### src/rtl/axi_lite_master_pkg.sv
// Shared AXI-Lite definitions for the command-to-AXI-Lite bridge.
package axi_lite_master_pkg;

  localparam logic [1:0] AXI_RESP_OKAY   = 2'b00;
  localparam logic [1:0] AXI_RESP_EXOKAY = 2'b01;
  localparam logic [1:0] AXI_RESP_SLVERR = 2'b10;
  localparam logic [1:0] AXI_RESP_DECERR = 2'b11;

endpackage

### src/rtl/axi_lite_timeout.sv
// Saturating outstanding-cycle counter with a sticky flag; TIMEOUT_CYCLES = 0 disables it.
module axi_lite_timeout #(
  parameter int unsigned TIMEOUT_CYCLES = 1024
) (
  input  logic clk,
  input  logic rst_n,
  input  logic clr,
  input  logic en,
  output logic flag
);

  localparam int unsigned CntW = (TIMEOUT_CYCLES > 0) ? $clog2(TIMEOUT_CYCLES + 1) : 1;
  localparam logic [CntW-1:0] Limit = CntW'(TIMEOUT_CYCLES);
  localparam bit Enabled = (TIMEOUT_CYCLES != 0);

  logic [CntW-1:0] cnt_q;
  logic [CntW-1:0] cnt_inc;

  assign cnt_inc = cnt_q + CntW'(1);

  always_ff @(posedge clk or negedge rst_n) begin
    if (!rst_n) begin
      cnt_q <= '0;
      flag  <= 1'b0;
    end else if (clr) begin
      cnt_q <= '0;
      flag  <= 1'b0;
    end else if (Enabled && en && (cnt_q != Limit)) begin
      cnt_q <= cnt_inc;
      if (cnt_inc == Limit) flag <= 1'b1;
    end
  end

endmodule

### src/rtl/axi_lite_master.sv
// Single-outstanding command/response strobe interface to AXI-Lite initiator.
module axi_lite_master
  import axi_lite_master_pkg::*;
#(
  parameter int unsigned ADDR_WIDTH     = 16,
  parameter int unsigned TIMEOUT_CYCLES = 1024
) (
  input  logic                  clk,
  input  logic                  rst_n,
  input  logic                  i_cmd_stb,
  output logic                  o_cmd_rdy,
  input  logic                  i_cmd_wr,
  input  logic [ADDR_WIDTH-1:0] i_cmd_addr,
  input  logic [31:0]           i_cmd_data,
  input  logic [3:0]            i_cmd_strb,
  output logic                  o_rsp_stb,
  output logic [31:0]           o_rsp_data,
  output logic [1:0]            o_rsp_resp,
  output logic                  o_timeout,
  output logic                  o_awvalid,
  output logic [ADDR_WIDTH-1:0] o_awaddr,
  input  logic                  i_awready,
  output logic                  o_wvalid,
  output logic [31:0]           o_wdata,
  output logic [3:0]            o_wstrb,
  input  logic                  i_wready,
  input  logic                  i_bvalid,
  output logic                  o_bready,
  input  logic [1:0]            i_bresp,
  output logic                  o_arvalid,
  output logic [ADDR_WIDTH-1:0] o_araddr,
  input  logic                  i_arready,
  input  logic                  i_rvalid,
  output logic                  o_rready,
  input  logic [31:0]           i_rdata,
  input  logic [1:0]            i_rresp
);

  typedef enum logic [2:0] {StIdle, StWrAddrData, StWrResp, StRdAddr, StRdData} state_e;

  state_e state_q;
  logic   accept;
  logic   aw_pending;
  logic   w_pending;

  assign accept = i_cmd_stb && o_cmd_rdy;
  // A channel still owes a handshake if its valid is up and the slave is not taking it now.
  assign aw_pending = o_awvalid && !i_awready;
  assign w_pending  = o_wvalid && !i_wready;

  always_ff @(posedge clk or negedge rst_n) begin
    if (!rst_n) begin
      state_q    <= StIdle;
      o_cmd_rdy  <= 1'b1;
      o_rsp_stb  <= 1'b0;
      o_rsp_data <= '0;
      o_rsp_resp <= AXI_RESP_OKAY;
      o_awvalid  <= 1'b0;
      o_awaddr   <= '0;
      o_wvalid   <= 1'b0;
      o_wdata    <= '0;
      o_wstrb    <= '0;
      o_bready   <= 1'b0;
      o_arvalid  <= 1'b0;
      o_araddr   <= '0;
      o_rready   <= 1'b0;
    end else begin
      o_rsp_stb <= 1'b0;
      unique case (state_q)
        StIdle: begin
          if (accept) begin
            o_cmd_rdy <= 1'b0;
            if (i_cmd_wr) begin
              o_awvalid <= 1'b1;
              o_wvalid  <= 1'b1;
              o_awaddr  <= i_cmd_addr;
              o_wdata   <= i_cmd_data;
              o_wstrb   <= i_cmd_strb;
              state_q   <= StWrAddrData;
            end else begin
              o_arvalid <= 1'b1;
              o_araddr  <= i_cmd_addr;
              state_q   <= StRdAddr;
            end
          end
        end
        StWrAddrData: begin
          if (o_awvalid && i_awready) o_awvalid <= 1'b0;
          if (o_wvalid && i_wready)   o_wvalid  <= 1'b0;
          if (!aw_pending && !w_pending) begin
            o_bready <= 1'b1;
            state_q  <= StWrResp;
          end
        end
        StWrResp: begin
          if (i_bvalid && o_bready) begin
            o_bready   <= 1'b0;
            o_rsp_resp <= i_bresp;
            o_rsp_stb  <= 1'b1;
            o_cmd_rdy  <= 1'b1;
            state_q    <= StIdle;
          end
        end
        StRdAddr: begin
          if (i_arready && o_arvalid) begin
            o_arvalid <= 1'b0;
            o_rready  <= 1'b1;
            state_q   <= StRdData;
          end
        end
        StRdData: begin
          if (i_rvalid && o_rready) begin
            o_rready   <= 1'b0;
            o_rsp_data <= i_rdata;
            o_rsp_resp <= i_rresp;
            o_rsp_stb  <= 1'b1;
            o_cmd_rdy  <= 1'b1;
            state_q    <= StIdle;
          end
        end
        default: state_q <= StIdle;
      endcase
    end
  end

  axi_lite_timeout #(
    .TIMEOUT_CYCLES(TIMEOUT_CYCLES)
  ) u_timeout (
    .clk  (clk),
    .rst_n(rst_n),
    .clr  (accept),
    .en   (state_q != StIdle),
    .flag (o_timeout)
  );

endmodule

### config.mk
export PLATFORM = sky130hd
export DESIGN_NAME = axi_lite_master
export DESIGN_NICKNAME = d
export VERILOG_FILES = /design/src/rtl/axi_lite_master_pkg.sv /design/src/rtl/axi_lite_timeout.sv /design/src/rtl/axi_lite_master.sv
export SDC_FILE = /design/constraint.sdc
export NUM_CORES = 1
export LEC_CHECK = 0
export BUFFER_PORTS_ARGS = -buffer_cell sky130_fd_sc_hd__buf_2
export CORE_MARGIN = 3
export CORE_UTILIZATION = 44
export CTS_CLUSTER_SIZE = 10
export DETAILED_ROUTE_END_ITERATION = 16
export GPL_TIMING_DRIVEN = 0
export PLACE_DENSITY = 0.88
export SLEW_MARGIN = 20
export SYNTH_ARGS = -nofsm -noshare
export SYNTH_HDL_FRONTEND = slang
export SYNTH_SLANG_ARGS = --single-unit
export TNS_END_PERCENT = 100
### constraint.sdc
create_clock -name clk -period 1.8 [get_ports clk]
set_input_delay 0.45 -clock clk [delete_from_list [all_inputs] [get_ports clk]]
set_output_delay 0.45 -clock clk [all_outputs]
set_load 0.005 [all_outputs]
==> metrics <==
IO Count=approximately 210; largest net degree at the start of global routing=between 60 and 70; Starting DRT DRC Count=220; Starting Density=a little under half; Cell variety after synth=48; Slew @ Worst Pin=between 0.5 and 0.6 ns; Place WS=-0.3043 ns; number of global-route vias before repair=approximately 4100; Synth Area in Adders=less than 1%; dpl cell area=0.006361 mm^2; Post-route DRC=0; main combinational cell family by area after synthesis=multiplexers; top post-synthesis cells by count=123 x dfrtp_1, 100 x mux2_2, 16 x nand2_1, 11 x nor2_1; synth top area cells=dfrtp_1 60%, mux2_2 22%, nand2_1 1.2%; Clock Tree Root=clkbuf_16; Die ar.=roughly 0.013 mm^2; reg-to-reg slack, setup=between 0.04 and 0.05 ns; placed cells=a little over 700; Tcrit/Tclk final=between 90% and 100%; first-pass GRT wire length=around 20000 um; clk_skew=0.007238 ns; Synth Flop Type=dfrtp_1; Max Root-Sink Buffers=2; H-tree levels=4; die height=113.9 um; Max Clk Rate=approximately 0.57 GHz; endpoints failing hold=0; DP HPWL=8995 um; CP startpoint=o_cmd_rdy; cells after synthesis=364; post-layout util=between 60% and 70%; CTS tree=built; Synth Register Bits=124; Syn Area/Cell=roughly 14 um^2; Hold WS=between 0.01 and 0.015 ns; VDD IR max=approximately 640 uV; Crit path arrival time=between 2 and 2.5 ns; Synth area leader=dfrtp_1; # hold bufs at CTS=0; fin area=between 0.006 and 0.007 mm^2; crit path kind=register to register; TritonCTS buffer count=17; Worst Path Required=~2.1 ns; Pwr per Cell Area=~870 mW/mm^2; layout cell share with drive strength beyond 1=between 50% and 60%; YS warnings=0; Max Cap Viol=0; crit-path max FO=10; Worst path slowest cell=dfstp_2; Syn Std Cell Area=just over 0.005 mm^2; count leader, synth=dfrtp_1; RR Startpoint=o_cmd_rdy; n_diodes=0; ys async rst share=100.0%; synthesis-to-layout area growth=35.63%; antenna viol nets, final=0; RSZ-0062 raised after global routing=true; Setup TNS Final=0 ns; Die W=about 110 um; Synth Area in Compound Gates=just over 4%; fin cells=744; vias per inst=a little over 5; post-synthesis net count=about 460; CP cell instances=and2_1 > clkbuf_4 > nand2_4 > nor2_4 > clkbuf_8 > mux2_2; row count=38; Seq/Total Area, Yosys=60.63%; worst relative slew slack=61.28%; Skew-Pair Late Insertion Delay=about 0.40 ns; Clk pin slew, worst setup/hold paths=roughly 0.05 ns; Final setup viols=0; crit start category=register; overall power=slightly above 6 mW; number of synthesized flops with an enable pin=0; PnR worst setup slack=between 0.04 and 0.05 ns; Max stage delay on crit path=roughly 0.56 ns; Leakage=3.931 nW; CORE AREA=about 0.011 mm^2; Vias=around 3800; Port Buffer Count=about 210; CP Capture Type=register; clk sinks=124; Detailed Routing Iterations Pass 1=4; outcome=completed; Wirelength per Cell=approximately 16 um; Final nets=a little under 700; routability congestion estimate=approximately 0.86; total track usage=19.31%; post-synth top area share=between 60% and 70%; GRT Residual Overflow=0; final WL=about 12000 um; Post-Synth Simple-Gate Area=between 7 and 8%; final max-slew violation count=0; Synth Area in XOR/XNOR=0.8553%; post-synthesis mux area share=approximately a quarter; hold crit path type=input port to async pin; Final min period=1.753 ns; initial antenna violation count=0
path summary, 6_finish.rpt:
kind	to	depth (start not counted)
max reg2reg	o_araddr[7]	6
min	o_awvalid	1
max in group asynchronous	o_wdata[30]	2
max	o_araddr[7]	6
min in group clk	o_wdata[2]	2
min reg2reg	o_wdata[2]	1
layout by cell type, fill, tap and decap left out, types with 3 or more instances in the layout:
| cell | instances |
|---|---|
| buf_2 | 207 |
| dfrtp_1 | 122 |
| mux2_2 | 100 |
| clkbuf_16 | 17 |
| nand2_1 | 15 |
| nor2_1 | 10 |
| nand3_1 | 9 |
| inv_1 | 9 |
| clkbuf_1 | 9 |
| o21ai_0 | 9 |
| buf_6 | 7 |
| a21oi_1 | 7 |
| buf_4 | 6 |
| nor2b_1 | 4 |
| clkbuf_8 | 4 |
| nor3_1 | 4 |
| nand4_1 | 4 |
| mux2_1 | 4 |
| nand2b_1 | 3 |
| a21o_1 | 3 |
| or3_1 | 3 |
| xor2_1 | 3 |
registers in the layout, indices dropped and copies added (netlist names), 2 cells and up:
| name | count |
|---|---|
| o_rsp_data | 32 |
| o_wdata | 32 |
| o_araddr | 16 |
| o_awaddr | 16 |
| u_timeout.cnt_q | 11 |
| o_wstrb | 4 |
| state_q | 3 |
| o_rsp_resp | 2 |
layout make-up:
cell class / count / area [um^2]
Timing Repair Buffer: 211 / 1095
Fill cell: 870 / 4182
Buffer: 15 / 126.4
Multi-Input combinational cell: 216 / 1881
Inverter: 9 / 33.78
Tap cell: 140 / 175.2
Sequential cell: 124 / 3105
Clock buffer: 27 / 493.0
Clock inverter: 2 / 35.03
logic make-up (layout without fill, tap and decap cells):
kind of cell | count (synthesis) | after routing
muxes | 106 | 106
AOI/OAI and AO/OA | 32 | 32
adders and majority gates | 2 | 2
xor gates and xnor gates | 5 | 5
buffers and inverters | 24 | 264
and+or+nand+nor | 71 | 71
DFF | 124 | 124
what timing repair did:
action | CTS | global route
resized for setup | 3 | 5
setup buffers | 4 | 0
endpoints found under the setup margin | 97 | 50
pin swaps | 3 | 1
per-layer routing:
metal  share of wire, %  vias to the layer above  GRT usage, %  wire [um]
li1                   -                     1747             -          -
met1                 38                     1917         21.94       4653
met2                 53                      143         33.61       6475
met3                6.9                       22         6.737        839
met4                1.9                        0         7.205        229
met5                  0                        -             0          0
report_power, final:
| part | leakage [nW] | switching, mW | internal, mW |
|---|---|---|---|
| sequential | 1.71 | 0.00126 | 2.79 |
| clock | 0.257 | 1.10 | 1.98 |
| combinational | 1.96 | 0.0940 | 0.0862 |
worst max-delay path: cells and delay by family, from the launching register on:
kind          cells  cell delay, ns
simple gates      3            0.33
flops             1            0.56
buf+inv           2            0.38
mux               1            0.34
No activity file was read; power rests on OpenSTA's default activity.
